===== src/rtl/if_id_stage.sv =====
// rtl/if_id_stage.sv - RV32I fetch stage: program counter, IF/ID register, load-use hazard detect
//
// Purpose:
//   Owns the program counter and presents it to an asynchronous instruction ROM.
//   The fetched word is registered into the IF/ID pipeline register. Branch redirects
//   from EX flush the IF/ID register. Load-use hazards against the ID/EX register
//   freeze fetch for one cycle and request a bubble into ID/EX.
//
// Ports:
//   clk, rst                 clock, synchronous active-high reset
//   imem_addr / imem_rdata   instruction ROM address (current pc) and same-cycle data
//   branch_taken/_target     redirect request from EX (target forced word aligned)
//   ext_stall                external freeze of pc and IF/ID
//   IDEX_MemoryRead, IDEX_rd load flag and destination held in ID/EX
//   IFID_pc, IFID_pc_plus4   pc of the registered instruction and pc+4
//   IFID_instr, IFID_valid   registered instruction and its valid flag
//   IFID_rs1/rs2/rd          register fields sliced from IFID_instr
//   hazard_stall             load-use stall (combinational)
//   IDEX_bubble              ID/EX loads zero controls on the next edge (combinational)
//
// Optional feature macro: HAZARD_DETECT_EN enables load-use detection; when undefined
// hazard_stall is tied low and the IDEX_* inputs are ignored.

module if_id_stage #(
  parameter logic [31:0] RESET_PC  = 32'h0000_0000,
  parameter logic [31:0] NOP_INSTR = 32'h0000_0013
) (
  input  logic        clk,
  input  logic        rst,
  output logic [31:0] imem_addr,
  input  logic [31:0] imem_rdata,
  input  logic        branch_taken,
  input  logic [31:0] branch_target,
  input  logic        ext_stall,
  input  logic        IDEX_MemoryRead,
  input  logic [4:0]  IDEX_rd,
  output logic [31:0] IFID_pc,
  output logic [31:0] IFID_pc_plus4,
  output logic [31:0] IFID_instr,
  output logic        IFID_valid,
  output logic [4:0]  IFID_rs1,
  output logic [4:0]  IFID_rs2,
  output logic [4:0]  IFID_rd,
  output logic        hazard_stall,
  output logic        IDEX_bubble
);

  logic [31:0] pc;
  logic [31:0] pc_plus4;

  // Natural 32-bit wrap: 32'hFFFF_FFFC advances to 0.
  assign pc_plus4  = pc + 32'd4;
  assign imem_addr = pc;

  assign IFID_rs1 = IFID_instr[19:15];
  assign IFID_rs2 = IFID_instr[24:20];
  assign IFID_rd  = IFID_instr[11:7];

  // Redirect targets are forced to word alignment, so the low two bits never matter.
  logic unused_target_bits;
  assign unused_target_bits = ^branch_target[1:0];

`ifdef HAZARD_DETECT_EN
  localparam logic [6:0] OP_LUI    = 7'b0110111;
  localparam logic [6:0] OP_AUIPC  = 7'b0010111;
  localparam logic [6:0] OP_JAL    = 7'b1101111;
  localparam logic [6:0] OP_OP     = 7'b0110011;
  localparam logic [6:0] OP_STORE  = 7'b0100011;
  localparam logic [6:0] OP_BRANCH = 7'b1100011;

  logic [6:0] opcode;
  logic       uses_rs1;
  logic       uses_rs2;
  logic       rs1_match;
  logic       rs2_match;

  assign opcode = IFID_instr[6:0];

  // U-type and JAL carry immediate bits in the rs1 field; only R, S and B
  // formats actually read rs2.
  assign uses_rs1 = !((opcode == OP_LUI) || (opcode == OP_AUIPC) || (opcode == OP_JAL));
  assign uses_rs2 = (opcode == OP_OP) || (opcode == OP_STORE) || (opcode == OP_BRANCH);

  assign rs1_match = uses_rs1 && (IDEX_rd == IFID_rs1);
  assign rs2_match = uses_rs2 && (IDEX_rd == IFID_rs2);

  // x0 is never a real dependency, and a squashed IF/ID slot has no sources.
  assign hazard_stall = IFID_valid && IDEX_MemoryRead && (IDEX_rd != 5'd0)
                        && (rs1_match || rs2_match);
`else
  logic unused_hazard_inputs;
  assign unused_hazard_inputs = IDEX_MemoryRead ^ (^IDEX_rd);
  assign hazard_stall = 1'b0;
`endif

  // ext_stall is deliberately absent: ID/EX freezes alongside IF/ID in that case.
  assign IDEX_bubble = hazard_stall || branch_taken || !IFID_valid;

  always_ff @(posedge clk) begin
    if (rst) begin
      pc            <= RESET_PC;
      IFID_pc       <= 32'd0;
      IFID_pc_plus4 <= 32'd0;
      IFID_instr    <= NOP_INSTR;
      IFID_valid    <= 1'b0;
    end else if (branch_taken) begin
      // Redirect beats any stall; the wrong-path fetch is squashed in IF/ID.
      pc            <= {branch_target[31:2], 2'b00};
      IFID_pc       <= 32'd0;
      IFID_pc_plus4 <= 32'd0;
      IFID_instr    <= NOP_INSTR;
      IFID_valid    <= 1'b0;
    end else if (!(hazard_stall || ext_stall)) begin
      pc            <= pc_plus4;
      IFID_pc       <= pc;
      IFID_pc_plus4 <= pc_plus4;
      IFID_instr    <= imem_rdata;
      IFID_valid    <= 1'b1;
    end
  end

endmodule


===== config.mk =====
export PLATFORM = sky130hd
export DESIGN_NAME = if_id_stage
export DESIGN_NICKNAME = d
export VERILOG_FILES = /design/src/rtl/if_id_stage.sv
export SDC_FILE = /design/constraint.sdc
export NUM_CORES = 1
export LEC_CHECK = 0
export ABC_AREA = 1
export CAP_MARGIN = 20
export CORE_MARGIN = 1
export CORE_UTILIZATION = 43
export CTS_CLUSTER_DIAMETER = 30
export DETAILED_ROUTE_END_ITERATION = 10
export MAX_ROUTING_LAYER = met4
export PLACE_DENSITY_LB_ADDON = 0.25
export SYNTH_ARGS = -nofsm -noshare
export SYNTH_HDL_FRONTEND = slang
export SYNTH_SLANG_ARGS = --single-unit

===== constraint.sdc =====
create_clock -name clk -period 1.5 [get_ports clk]
set_input_delay 0.15 -clock clk [delete_from_list [all_inputs] [get_ports clk]]
set_output_delay 0.15 -clock clk [all_outputs]
set_load 0.01 [all_outputs]

==> results of run 1 <==
cells by family after synthesis:
logic type               share of synthesized area [%]
AND/OR/NAND/NOR                                   30.6
AO/OA/AOI/OAI                                     13.3
flip-flops                                        46.3
buffers and inverters                             9.13
XOR/XNOR                                         0.330
adder cells (fa/ha/maj)                          0.235
other                                           0.0706
worst max path at each step:
stage / from / endpoint / slack [ns] / cells past startpoint
after floorplan: imem_addr[3] / IFID_pc_plus4[18] / 0.03 / 8
after global placement: branch_taken / IDEX_bubble / -0.16 / 4
after detailed placement: branch_taken / IDEX_bubble / -0.16 / 4
after CTS: IFID_pc[29] / IFID_pc[29] / 0.002 / 1
after global routing: imem_addr[2] / IFID_pc_plus4[27] / -0.04 / 9
final: IFID_pc_plus4[11] / IFID_pc_plus4[11] / 0.02 / 1
layout make-up:
| cell class | instances | area [sq um] | share of cell area (%) |
|---|---|---|---|
| clock inverters | 7 | 90.1 | 1.07 |
| multi-input cells | 513 | 2520 | 29.9 |
| clock buffers | 24 | 482 | 5.72 |
| flip-flops and latches | 123 | 2480 | 29.5 |
| repair buffers | 250 | 2490 | 29.6 |
| inverters | 44 | 169 | 2.01 |
| well taps | 147 | 184 | 2.19 |
synth_stat cells, types with 2 or more instances:
| cell type | count | area, sq um |
|---|---|---|
| sky130_fd_sc_hd__nand2_1 | 257 | 965 |
| sky130_fd_sc_hd__dfxtp_1 | 123 | 2460 |
| sky130_fd_sc_hd__inv_2 | 5 | 18.8 |
| sky130_fd_sc_hd__xor2_1 | 2 | 17.5 |
| sky130_fd_sc_hd__o21ai_1 | 6 | 30.0 |
| sky130_fd_sc_hd__clkbuf_1 | 17 | 63.8 |
| sky130_fd_sc_hd__nand3_2 | 3 | 30.0 |
| sky130_fd_sc_hd__buf_2 | 12 | 60.1 |
| sky130_fd_sc_hd__o21ai_0 | 64 | 320 |
| sky130_fd_sc_hd__nor2_4 | 10 | 113 |
| sky130_fd_sc_hd__buf_4 | 25 | 188 |
| sky130_fd_sc_hd__nor2_2 | 4 | 25.0 |
| sky130_fd_sc_hd__nor2_1 | 29 | 109 |
| sky130_fd_sc_hd__nand2_2 | 5 | 31.3 |
| sky130_fd_sc_hd__o211ai_1 | 2 | 15.0 |
| sky130_fd_sc_hd__nor2_8 | 2 | 40.0 |
| sky130_fd_sc_hd__nand3_1 | 50 | 250 |
| sky130_fd_sc_hd__a22o_1 | 7 | 61.3 |
| sky130_fd_sc_hd__a21oi_1 | 56 | 280 |
| sky130_fd_sc_hd__and2_1 | 2 | 12.5 |
| sky130_fd_sc_hd__inv_1 | 39 | 146 |
power by group:
| group | leakage (nW) | switching [mW] | internal [mW] |
|---|---|---|---|
| Clock | 0.276 | 1.42 | 2.55 |
| Sequential | 1.01 | 0.107 | 3.40 |
| Combinational | 2.80 | 0.500 | 0.521 |
| Total | 4.08 | 2.02 | 6.48 |
layer usage:
layer,global-route usage [%],part of all wire (%),up-vias
met2,43.0,48,212
li1,-,-,2757
met1,31.4,43,2521
met4,14.1,2.9,0
met5,-,0,-
met3,6.32,6.2,40
registers in the layout, indices dropped and copies added, names as in the netlist:
register / flops
IFID_instr: 32
IFID_pc: 30
IFID_pc_plus4: 30
IFID_valid: 1
imem_addr: 30
timing repair:
item / 4_1_cts / 5_1_grt
pin swaps: 2 / 15
buffers inserted: 0 / 7
setup endpoints to repair: 51 / 67
gates cloned: 1 / 0
resized for setup: 47 / 56
per-stage QoR:
step                      std cells  utilization [%]
after global routing           1108             70.1
after detailed placement       1069             63.4
after global placement         1069             63.4
final                          1108             70.1
after CTS                      1101             68.1
after floorplan                 735                -
==> summary.txt, run 1 <==
Launch instance of the worst register-to-register path - imem_addr[2]
Mapped Avg Cell Area - 7.29 sq um
Synth Register Bits - 123
Setup slack, reg-to-reg - 0.06 ns
Post-DP Area - 0.00761 sq mm
Max-capacitance violation count - 0
Slew Limit Fails - 0
Cells on Worst Hold Path - 3
Tightest hold margin - 0.283 ns
Count of endpoints failing setup in the final report - 0
Maximum number of pins on one net before global-route repair - 34
Post-route antenna net violation count - 0
Detailed placement HPWL - 11.3 mm
Clock-pin slew of the registers on the worst-case setup and hold paths - 0.05 ns
Via count of the first global-routing pass - 5227
Root Buffer Master - sky130_fd_sc_hd__clkbuf_16
Longest Clk Path Bufs - 2
Maximum fanout along the worst path - 2
Number of levels in the clock H-tree - 4
Hold WC Path Type - input pin to flop
DR iter-0 viols - 281
IO Port Bufs - 204
Sequential element share of the synthesized area - 46.3%
Final total negative setup slack - 0 ns
Crit end category - output port
Most common library cell in the layout ignoring fill and taps - sky130_fd_sc_hd__nand2_1
Clock Sink Count - 123
Final std cell area, no fill - 0.00841 sq mm
Post-route worst setup slack - 0.0238 ns
Number of synthesized flops with an enable pin - 0
Count of final hold-check violations - 0
Detailed-route DRC error count - 0
CTS tree - yes
Number of search-and-repair iterations in the first detailed-routing pass - 5
I/O pin count - 220
Worst path max stage delay - 0.55 ns
Startpoint type of the worst setup path - flop
Total clock buffers created by CTS - 17
Terminating pin of the worst hold path - IFID_instr[3]
List of cells traversed by the critical path - clkdlybuf4s50_1
Antenna violations before repair - 0
Area Overhead vs Synth - 58.3%
Die outline height - 113 um
Final min period - 1.48 ns
Data required, critical path - 1.35 ns
Sum of buffers and inverters on the critical path - 1
Power Density - 1010 mW/mm^2
Part of the cycle the worst path needs - 98.4%
Overall fraction of global-route tracks in use - 26.9%
Highest clock frequency the design can meet - 677 MHz
Netlist cell types - 30
Most frequently used flop master after synthesis - sky130_fd_sc_hd__dfxtp_1
Largest clock skew in the final design - 0.0135 ns
Yosys warnings - 0
WS Path Type - flop to output port
Sum of overflow across all layers after global routing - 0
Final net count - 1024
Fraction of registers with async set or reset after synthesis - 0%
GPL Wtd Cong - 0.889
Die outline width - 113 um
Total Die Area - 0.0128 sq mm
Hold-fix buffers at CTS - 0
Outcome - finished clean
Vias - 5530
Static Leakage - 4.08 nW
Average via count per standard cell - 4.99
Setup Slack @ Placement - -0.158 ns
Final Routed Wirelength - 16.4 mm
Filler cell count - 997
CP max-delay cell - sky130_fd_sc_hd__clkdlybuf4s50_1
Family with the most delay on the worst path - buffers and inverters
Number of cell instances on the worst register-to-register path - 8
Number of instances in the synthesized netlist - 729
First-pass GRT wire length - 25.8 mm
Initial core utilization - 44.3%
Core box area - 0.0120 sq mm
Setup repair after global routing missed its margin - yes
Hold_sp - imem_rdata[3]
Arrival @ worst endpoint - 1.33 ns
Peak VDD IR - 0.711 mV
Layout cells sized above 1 - 14.6%
Post-Syn Area - 0.00532 sq mm
Worst flop-to-flop path endpoint - imem_addr[30]
Final total power - 8.50 mW
Clock Latency Late Sink - 0.42 ns
N_diodes - 0
Row count - 40
Routed wire per std cell - 14.8 um
Highest-count cells in the layout ignoring fill and taps - 255 x sky130_fd_sc_hd__nand2_1, 145 x sky130_fd_sc_hd__clkdlybuf4s50_1, 111 x sky130_fd_sc_hd__dfxtp_1
(Power assumes the default switching activity.)
==> run 2: changes to the inputs <==
Settings changed: SKIP_CTS_REPAIR_TIMING set to 1.
==> run 2 against run 1 <==
Effect of this change: core utilization up 1.2 points; routed wire length up 1.5%; critical path depth up 7; global-route usage down 0.45 points; worst setup slack worse by 0.0076 ns; worst hold slack worse by 0.0035 ns; via count about the same; cell count about the same; critical path type is now flop to flop; critical endpoint is now imem_addr[24]; largest power group unchanged.
==> summary.txt, run 2 (synthesized netlist as in run 1, its figures left out) <==
Static Leakage - 4.41 nW (+8.1%)
Highest clock frequency the design can meet - 674 MHz (-0.51%)
Row count - 40 (unchanged)
Most common library cell in the layout ignoring fill and taps - sky130_fd_sc_hd__nand2_1
Part of the cycle the worst path needs - 98.9% (+0.51 points)
Count of endpoints failing setup in the final report - 0 (unchanged)
Hold WC Path Type - input pin to flop
I/O pin count - 220 (unchanged)
Tightest hold margin - 0.279 ns (-0.00348 ns)
Met1 Resource Use GR - 31.1% (-0.31 points)
IO Port Bufs - 204 (unchanged)
Sum of overflow across all layers after global routing - 0 (unchanged)
Post-DP Area - 0.00761 sq mm (unchanged)
Crit end category - flop
Antenna violations before repair - 0 (unchanged)
Max reg flops - 32 (unchanged)
Largest clock skew in the final design - 0.00840 ns (-0.00508 ns)
Maximum fanout along the worst path - 5 (+3)
Placed instance count - 1069 (unchanged)
Arrival @ worst endpoint - 1.80 ns (+0.47 ns)
Initial core utilization - 44.3% (unchanged)
Max-capacitance violation count - 0 (unchanged)
Final net count - 1023 (-0.098%)
Core box area - 0.0120 sq mm (unchanged)
Count of final hold-check violations - 0 (unchanged)
Die outline height - 113 um (unchanged)
GRT busiest layer - met2
CTS tree - yes
Routed wire per std cell - 15.0 um (+1.6%)
Final std cell area, no fill - 0.00856 sq mm (+1.7%)
WS Path Type - flop to flop
Number of levels in the clock H-tree - 4 (unchanged)
Post-route antenna net violation count - 0 (unchanged)
Detailed placement HPWL - 11.3 mm (unchanged)
Vias - 5529 (-0.018%)
Total Die Area - 0.0128 sq mm (unchanged)
Number of non-filler instances in the completed layout - 1107 (-0.090%)
Final Routed Wirelength - 16.7 mm (+1.5%)
GPL Wtd Cong - 0.889 (unchanged)
Overall fraction of global-route tracks in use - 26.4% (-0.45 points)
Final min period - 1.48 ns (+0.00761 ns)
Longest Clk Path Bufs - 2 (unchanged)
Clock-pin slew of the registers on the worst-case setup and hold paths - 0.06 ns (about the same)
Data required, critical path - 1.81 ns (+0.46 ns)
Die outline width - 113 um (unchanged)
Setup repair after global routing missed its margin - yes
Peak VDD IR - 0.720 mV (+1.4%)
Routing usage on met3 - 6.00% (-0.32 points)
Average via count per standard cell - 4.99 (about the same)
Clock Sink Count - 123 (unchanged)
Slew Limit Fails - 0 (unchanged)
Via count of the first global-routing pass - 5172 (-1.1%)
Layout cells sized above 1 - 15.3% (+0.74 points)
Clock Latency Late Sink - 0.43 ns (about the same)
Startpoint type of the worst setup path - flop
Number of search-and-repair iterations in the first detailed-routing pass - 5 (unchanged)
Highest-count cells in the layout ignoring fill and taps - 254 x sky130_fd_sc_hd__nand2_1, 148 x sky130_fd_sc_hd__clkdlybuf4s50_1, 108 x sky130_fd_sc_hd__dfxtp_1
GRT met2 Usage - 41.8% (-1.2 points)
Power Density - 999 mW/mm^2 (-1.1%)
Register with the most flip-flops - IFID_instr
Outcome - finished clean
Root Buffer Master - sky130_fd_sc_hd__clkbuf_16
Total clock buffers created by CTS - 17 (unchanged)
DR iter-0 viols - 300 (+6.8%)
Area Overhead vs Synth - 61.0%
Detailed-route DRC error count - 0 (unchanged)
N_diodes - 0 (unchanged)
Maximum number of pins on one net before global-route repair - 34 (unchanged)
First-pass GRT wire length - 25.4 mm (-1.5%)
run 2: cell count changes in the layout (fill, tap and decap cells not counted), moves of 2 or more:
cell                              change
sky130_fd_sc_hd__dlygate4sd2_1       -33
sky130_fd_sc_hd__dlymetal6s2s_1      +30
sky130_fd_sc_hd__clkdlybuf4s50_1      +3
sky130_fd_sc_hd__dfxtp_1              -3
sky130_fd_sc_hd__nand3_1              -3
sky130_fd_sc_hd__nand3_2              +3
sky130_fd_sc_hd__dfxtp_4              +2
run 2: path summary, 6_finish.rpt:
kind                                        start                end  slack, ns  depth (start not counted)
worst max-delay path                 imem_addr[2]      imem_addr[24]       0.02                          8
worst min-delay path                imem_rdata[3]      IFID_instr[3]       0.28                          3
worst max register to register       imem_addr[2]      imem_addr[24]       0.02                          8
worst min register to register  IFID_pc_plus4[16]  IFID_pc_plus4[16]       0.45                          2
run 2: worst max-delay path, cell delays in order (launching register included):
cell	delay [ns]
sky130_fd_sc_hd__dfxtp_4	0.36
sky130_fd_sc_hd__ha_4	0.14
sky130_fd_sc_hd__nand2_4	0.05
sky130_fd_sc_hd__nor2_4	0.16
sky130_fd_sc_hd__nand3b_1	0.26
sky130_fd_sc_hd__nor2_1	0.17
sky130_fd_sc_hd__nand2_1	0.08
sky130_fd_sc_hd__nand3_2	0.09
sky130_fd_sc_hd__nand2_1	0.05
run 2: power by group:
part           total, mW  internal, mW  switching, mW
registers           3.51          3.40          0.107
clock network       3.99          2.55           1.44
logic               1.05         0.545          0.503
total               8.55          6.50           2.05
run 2: area by class of cell:
class | count | area [sq um]
clock buffers | 24 | 482
clock inverters | 7 | 90.1
fillers | 966 | 3450
inverters | 44 | 169
multi-input cells | 513 | 2540
flip-flops and latches | 123 | 2490
well taps | 147 | 184
repair buffers | 249 | 2600
run 2: metrics by stage:
| step | power, mW | TNS [ns] | worst slack [ns] | util (%) |
|---|---|---|---|---|
| floorplan | 4.00 | 0 | 0.0298 | - |
| global placement | 4.59 | -4.33 | -0.158 | 63.4 |
| detailed placement | 4.60 | -5.62 | -0.158 | 63.4 |
| CTS | 8.57 | -3.94 | -0.183 | 68.1 |
| global route | 8.84 | -0.405 | -0.108 | 71.2 |
| finish | 8.55 | 0 | 0.0162 | 71.2 |
run 2: metal layers:
metal | up-vias | wire (um)
met5 | - | 0
met4 | 0 | 565
met3 | 47 | 1140
met2 | 211 | 7980
met1 | 2508 | 6970
li1 | 2763 | -
